$ cat src/rtl/shift_deser.sv
`default_nettype none
// ============================================================================
//  Module   : shift_deser
//  Purpose  : Serial-to-parallel deserialiser. Bits are shifted into an
//             internal register from either end (mixable per bit); each
//             completed word is handed to a registered output with a
//             valid/ready handshake. Completed words that arrive while the
//             output is still occupied are dropped and flagged sticky.
//  Option   : define SHIFT_DESER_PARITY_EN to append one even-parity bit to
//             every word (checked, not stored); without it parity_err is 0.
//  Ports    : clk        - clock, rising edge
//             reset      - asynchronous, active-low reset
//             cntrl[1:0] - 00 hold, 01 shift in at MSB, 10 shift in at LSB,
//                          11 abort current word and clear flags
//             sin        - serial data bit
//             q          - delivered word (registered)
//             q_valid    - q holds an undelivered word
//             q_ready    - consumer takes q on an edge where q_valid=1
//             overrun    - sticky: a completed word was dropped
//             parity_err - parity mismatch on the word in q
//  Revision : 1.0  initial release
// ============================================================================
module shift_deser #(
  parameter int WIDTH = 4
) (
  input  logic             clk,
  input  logic             reset,
  input  logic [1:0]       cntrl,
  input  logic             sin,
  output logic [WIDTH-1:0] q,
  output logic             q_valid,
  input  logic             q_ready,
  output logic             overrun,
  output logic             parity_err
);

  localparam int c_cnt_w = (WIDTH > 2) ? $clog2(WIDTH) : 1;
  localparam logic [c_cnt_w-1:0] c_last = c_cnt_w'(WIDTH - 1);

  typedef enum logic [0:0] {
    ST_DATA   = 1'b0,
    ST_PARITY = 1'b1
  } state_t;

  state_t             r_state;
  logic [WIDTH-1:0]   r_sr;
  logic [c_cnt_w-1:0] r_cnt;
  logic [WIDTH-1:0]   r_q;
  logic               r_q_valid;
  logic               r_overrun;

  logic               w_shift;
  logic               w_data_bit;
  logic               w_last_data;
  logic               w_complete;
  logic               w_accept;
  logic [WIDTH-1:0]   w_sr_next;
  logic [WIDTH-1:0]   w_word;

  assign w_shift     = (cntrl == 2'b01) || (cntrl == 2'b10);
  assign w_sr_next   = (cntrl == 2'b01) ? {sin, r_sr[WIDTH-1:1]}
                                        : {r_sr[WIDTH-2:0], sin};
  assign w_data_bit  = w_shift && (r_state == ST_DATA);
  assign w_last_data = w_data_bit && (r_cnt == c_last);
  // The output slot is free if empty or being emptied on this same edge.
  assign w_accept    = !r_q_valid || q_ready;

`ifdef SHIFT_DESER_PARITY_EN
  logic r_parity_err;
  logic w_perr;

  // Word completes on the parity bit; data already sits in r_sr.
  assign w_complete = w_shift && (r_state == ST_PARITY);
  assign w_word     = r_sr;
  assign w_perr     = ^{r_sr, sin};
  assign parity_err = r_parity_err;
`else
  // Word completes on the last data bit; deliver the post-shift value.
  assign w_complete = w_last_data;
  assign w_word     = w_sr_next;
  assign parity_err = 1'b0;
`endif

  assign q       = r_q;
  assign q_valid = r_q_valid;
  assign overrun = r_overrun;

  always_ff @(posedge clk or negedge reset) begin
    if (!reset) begin
      r_state      <= ST_DATA;
      r_sr         <= '0;
      r_cnt        <= '0;
      r_q          <= '0;
      r_q_valid    <= 1'b0;
      r_overrun    <= 1'b0;
`ifdef SHIFT_DESER_PARITY_EN
      r_parity_err <= 1'b0;
`endif
    end else if (cntrl == 2'b11) begin
      // Abort: collection state and flags clear, delivered word untouched.
      r_state      <= ST_DATA;
      r_sr         <= '0;
      r_cnt        <= '0;
      r_overrun    <= 1'b0;
`ifdef SHIFT_DESER_PARITY_EN
      r_parity_err <= 1'b0;
`endif
    end else begin
      if (w_data_bit) begin
        r_sr <= w_sr_next;
        if (w_last_data) begin
          r_cnt <= '0;
`ifdef SHIFT_DESER_PARITY_EN
          r_state <= ST_PARITY;
`else
          r_state <= ST_DATA;
`endif
        end else begin
          r_cnt <= r_cnt + 1'b1;
        end
      end

`ifdef SHIFT_DESER_PARITY_EN
      if (w_complete) begin
        r_state <= ST_DATA;
      end
`endif

      // Output handshake runs regardless of hold/shift.
      if (w_complete) begin
        if (w_accept) begin
          r_q          <= w_word;
          r_q_valid    <= 1'b1;
`ifdef SHIFT_DESER_PARITY_EN
          r_parity_err <= w_perr;
`endif
        end else begin
          r_overrun    <= 1'b1;
        end
      end else if (r_q_valid && q_ready) begin
        r_q_valid <= 1'b0;
      end
    end
  end

endmodule
`default_nettype wire
$ cat config.mk
export PLATFORM = sky130hd
export DESIGN_NAME = shift_deser
export DESIGN_NICKNAME = d
export VERILOG_FILES = /design/src/rtl/shift_deser.sv
export SDC_FILE = /design/constraint.sdc
export NUM_CORES = 1
export LEC_CHECK = 0
export BUFFER_PORTS_ARGS = -buffer_cell sky130_fd_sc_hd__buf_2
export CAP_MARGIN = 20
export CORE_AREA = 2 2 39 41
export DETAILED_ROUTE_END_ITERATION = 6
export DIE_AREA = 0 0 41 43
export PLACE_DENSITY = 0.78
export REMOVE_ABC_BUFFERS = 1
export SLEW_MARGIN = 30
export SYNTH_ARGS = -nofsm -noshare
export SYNTH_HDL_FRONTEND = slang
export SYNTH_SLANG_ARGS = --single-unit
export TNS_END_PERCENT = 30
$ cat constraint.sdc
create_clock -name clk -period 1.5 [get_ports clk]
set_input_delay 0.075 -clock clk [delete_from_list [all_inputs] [get_ports clk]]
set_output_delay 0.075 -clock clk [all_outputs]
set_load 0.01 [all_outputs]
==> Word-level counts from Yosys, hierarchy flattened <==
Cells that the tools add are included.
{ "classes": {"n_addsub": 1, "n_eq_ne": 6, "muxes": 15, "n_bitwise": 2, "reduce_logical": 13} }
{ "ops": {"columns": ["operator", "n"], "rows": [
  ["$mux W4", 3],
  ["$mux W1", 9],
  ["$eq A2 B2 Y1 const B", 3],
  ["$mux W2", 3],
  ["$reduce_and A3 Y1", 2],
  ["$reduce_bool A2 Y1", 3],
  ["$ne A2 B1 Y1 const B", 2],
  ["$reduce_and A2 Y1", 2],
  ["$logic_and A1 B1 Y1", 3],
  ["$add A2 B1 Y2 const B", 1],
  ["$eq A2 B1 Y1 const B", 1],
  ["$logic_or A1 B1 Y1", 2],
  ["$not A1 Y1", 2],
  ["$logic_not A1 Y1", 1]
]} }
{ "totals": {"ff_bits": 13, "in_bits": 6, "output_inout_bits": 7} }

==> Longest topological paths before layout <==
{ "logic_depth": {"word_depth": 7, "ltp_mapped": 5} }

==> Worst setup path before layout <==
Ideal clock, no wire load.
{ "synth_path": {"path_kind": "register -> register", "startpoint": "reg r_cnt[0]", "endpoint": "reg r_q[0] (netlist: q[0])", "setup_ns": 0.125, "t_arrival_ns": 1.162, "required_ns": 1.375, "setup_slack_ns": 0.213, "stages_incl_launch_ff": 5, "synth_period_minus_slack_ns": 1.287, "path_cell_list": "dfrtp_1 > ha_1 > nand2_2 > nor3_4 > mux2_2"} }
{ "synth_between": {"elab_chain_cells": 3} }
{ "synth_lines": {"columns": ["item", "line_no", "rtl"], "rows": [
  ["start, declared", "47", "logic [c_cnt_w-1:0] r_cnt;"],
  ["start signal, assigned", "119", "r_cnt <= r_cnt + 1'b1;"],
  ["$eq A2 B2 Y1", "64", "assign w_last_data = w_data_bit && (r_cnt == c_last);"],
  ["$logic_and A1 B1 Y1", "64", null],
  ["$reduce_and A3 Y1 (no source line)", null, null],
  ["end signal, assigned", "132", "r_q <= w_word;"],
  ["end, declared", "48", "logic [WIDTH-1:0] r_q;"]
]} }
No other way between the ends.
A chain may end at the register's enable or synchronous reset.

==> Worst setup path in the final report <==
{ "layout_path": {"startpoint": "reg r_cnt[0]", "endpoint": "reg r_q[2] (netlist: q[2])"} }
Same word-level chain as after synthesis.

==> flow_summary.yaml <==
clock_tree:
  tritoncts: "yes"
  numCtsBuffers: 3
  cts.sinks: 12
  clkTransAtPathRegs_ns: 0.07
  cts-root-buf: "clkbuf_4"
  insertion_delay_ns: 0.28
  cts_setup_buffers: 0
  ctsResizeCount: 0
  htreeDepth: 1
  clockBufferDepth: 2
floorplanning:
  die_area_um2: 1760
  initial_utilization: 0.448
  core_area_um2: 1380
  io_pins: 13
  dieWidth_um: 41
  die_h_um: 43
  row_count: 14
place:
  dp.cells: 74
  globalplace.congestion: 0.776
  io_buffers: 11
  dp_hpwl_um: 815
detailed_routing:
  dr.pass1.iters: 4
  drc: 0
  routed_wl_mm: 1.10
  vias: 399
  via_per_inst: 5.05
  drtIter0Drc: 6
  detail-route-antenna-nets: 0
  drt-wirelength-per-cell_um: 13.9
global_routing:
  grt_pass1_wl_mm: 1.88
  grt_overflow: 0
  grt_usage: 0.168
  use_met2: 0.222
  first_global_vias: 438
  busiest_layer: "met1"
  grtUsageMet3: 0.0628
  grt_max_degree: 13
  antenna_found_initial: 0
  use_met1: 0.225
logic_synthesis:
  syn_inst: 49
  synthTopCellsByArea: "dfrtp_1 (48%), mux2_2 (15%), ha_1 (10%)"
  synth_seq_area_share: 0.485
  synth_seq_cells: 12
  synth_top_area_frac: 0.485
  synth_area_um2: 619
  postSynthAreaPerCell_um2: 12.6
  ys.warnings.count: 0
  synth_top_cell_by_area: "dfrtp_1"
  ys_types: 21
final_layout:
  nets: 75
  areaGrowthSynthToFinish_pct: 17.6
  finalNonFillerCells: 79
  drive_above_1_share: 0.460
  antenna_cells: 0
timing:
  clock-skew-final_ns: 0.00275
  fmax_mhz: 708
  finalCriticalPeriod_ns: 1.41
  maxSlewViolCount: 0
  fin_setup_tns_ns: 0
  final_hold_viol_count: 0
  finalCritPeriodShare: 0.942
  finalSetupViolations: 0
  rsz0062_at_grt: "false"
setup_path:
  reg2reg_depth: 4
  path_max_fanout: 5
  cp-end-kind: "flop"
  critPathLaunchType: "flop"
  crit_type: "reg -> reg"
  worstPathArrival_ns: 1.58
  cp.required_ns: 1.67
power:
  p_per_area_nw_per_um2: 1410
  peakVddDrop_mv: 0.730
  p_leak_nw: 0.390
worst_hold_path:
  holdCritPathClass: "in -> reg"
  worstHoldPathCells: 4
flow_run:
  maxCapViolCount: 0
run_status:
  status: "finished clean"
## through the flow
| stage | total power, mW | setup WS, ns | util | cell area (um^2) | hold slack (ns) |
|---|---|---|---|---|---|
| global placement | 0.758 | 0.141 | 0.493 | 682 | -0.0440 |
| detailed placement | 0.770 | 0.116 | 0.493 | 682 | -0.0335 |
| CTS | 1.03 | 0.105 | 0.526 | 728 | 0.177 |
| global route | 1.09 | 0.0251 | 0.526 | 728 | 0.200 |
| finish | 1.03 | 0.0872 | 0.526 | 728 | 0.176 |
| floorplan | 0.660 | 0.213 | - | 607 | -0.221 |
## sequential cells by signal (all words and copies together) (netlist names)
name / cells
q: 4
r_cnt: 2
r_sr: 4
overrun: 1
q_valid: 1
## routing by layer
metal,part of all wire,wire (um)
met1,0.46,511
met2,0.47,513
met3,0.042,46
met4,0.027,30
met5,0,0
## Yosys cell counts
master / instances
o21bai_1: 1
buf_4: 1
dfrtp_1: 12
nor2b_4: 1
ha_1: 5
conb_1: 1
a22o_1: 3
nor3_4: 1
nand2_1: 1
buf_2: 1
inv_1: 3
o21ai_0: 1
nor2_1: 2
a22oi_1: 1
or2_2: 1
nand2_2: 1
a22o_2: 2
nor3_1: 1
mux2_2: 8
a21o_1: 1
nand2b_1: 1
## worst paths after layout
path | start | slack (ns) | end
max | r_cnt[0]$_DFFE_PN0P_ | 0.09 | q[2]$_DFFE_PN0P_
min | q_ready | 0.18 | overrun$_DFFE_PN0P_
max reg2reg | r_cnt[0]$_DFFE_PN0P_ | 0.09 | q[2]$_DFFE_PN0P_
min reg2reg | q[2]$_DFFE_PN0P_ | 0.51 | q[2]$_DFFE_PN0P_
max in group asynchronous | reset | 1.10 | q[1]$_DFFE_PN0P_
min in group asynchronous | reset | 0.19 | r_sr[0]$_DFFE_PN0P_
## critical path, stage by stage (launching register included)
cell and delay [ns]:
dfrtp_1 0.38, ha_1 0.19, nand2_2 0.09, nor3_4 0.27, mux2_2 0.37
## repair_timing
item,in CTS,in global routing
endpoints found under the hold margin,12,0
setup endpoints to repair,0,0
hold buffers,1,0
## power by group
group | internal [mW] | switching (mW) | total, mW
Clock | 0.148 | 0.112 | 0.260
Combinational | 0.156 | 0.143 | 0.299
Sequential | 0.416 | 0.0506 | 0.467
Total | 0.720 | 0.306 | 1.03
## cell usage in the layout, fill, tap and decap left out, drive strengths merged, types with 2 or more instances in the layout
| master | instances |
|---|---|
| inv | 3 |
| clkbuf | 4 |
| nor2 | 2 |
| nor3 | 2 |
| buf | 11 |
| ha | 5 |
| mux2 | 8 |
| nand2 | 2 |
| a22o | 5 |
| dfrtp | 12 |
## kinds of logic after synthesis
| kind of cell | Yosys count | synth area share |
|---|---|---|
| DFF | 12 | 0.485 |
| AOI/OAI and AO/OA | 9 | 0.119 |
| and+or+nand+nor | 9 | 0.105 |
| muxes | 8 | 0.145 |
| buffers and inverters | 5 | 0.0384 |
| adders and majority gates | 5 | 0.101 |
| other | 1 | 0.00605 |
## area by class of cell
type / instances / area (um^2)
fillers: 115 / 656
flip-flops and latches: 12 / 300
multi-input cells: 32 / 295
repair buffers: 12 / 65.1
clock buffers: 4 / 36.3
well taps: 16 / 20.0
inverters: 3 / 11.3
No activity file was read; power rests on OpenSTA's default activity.
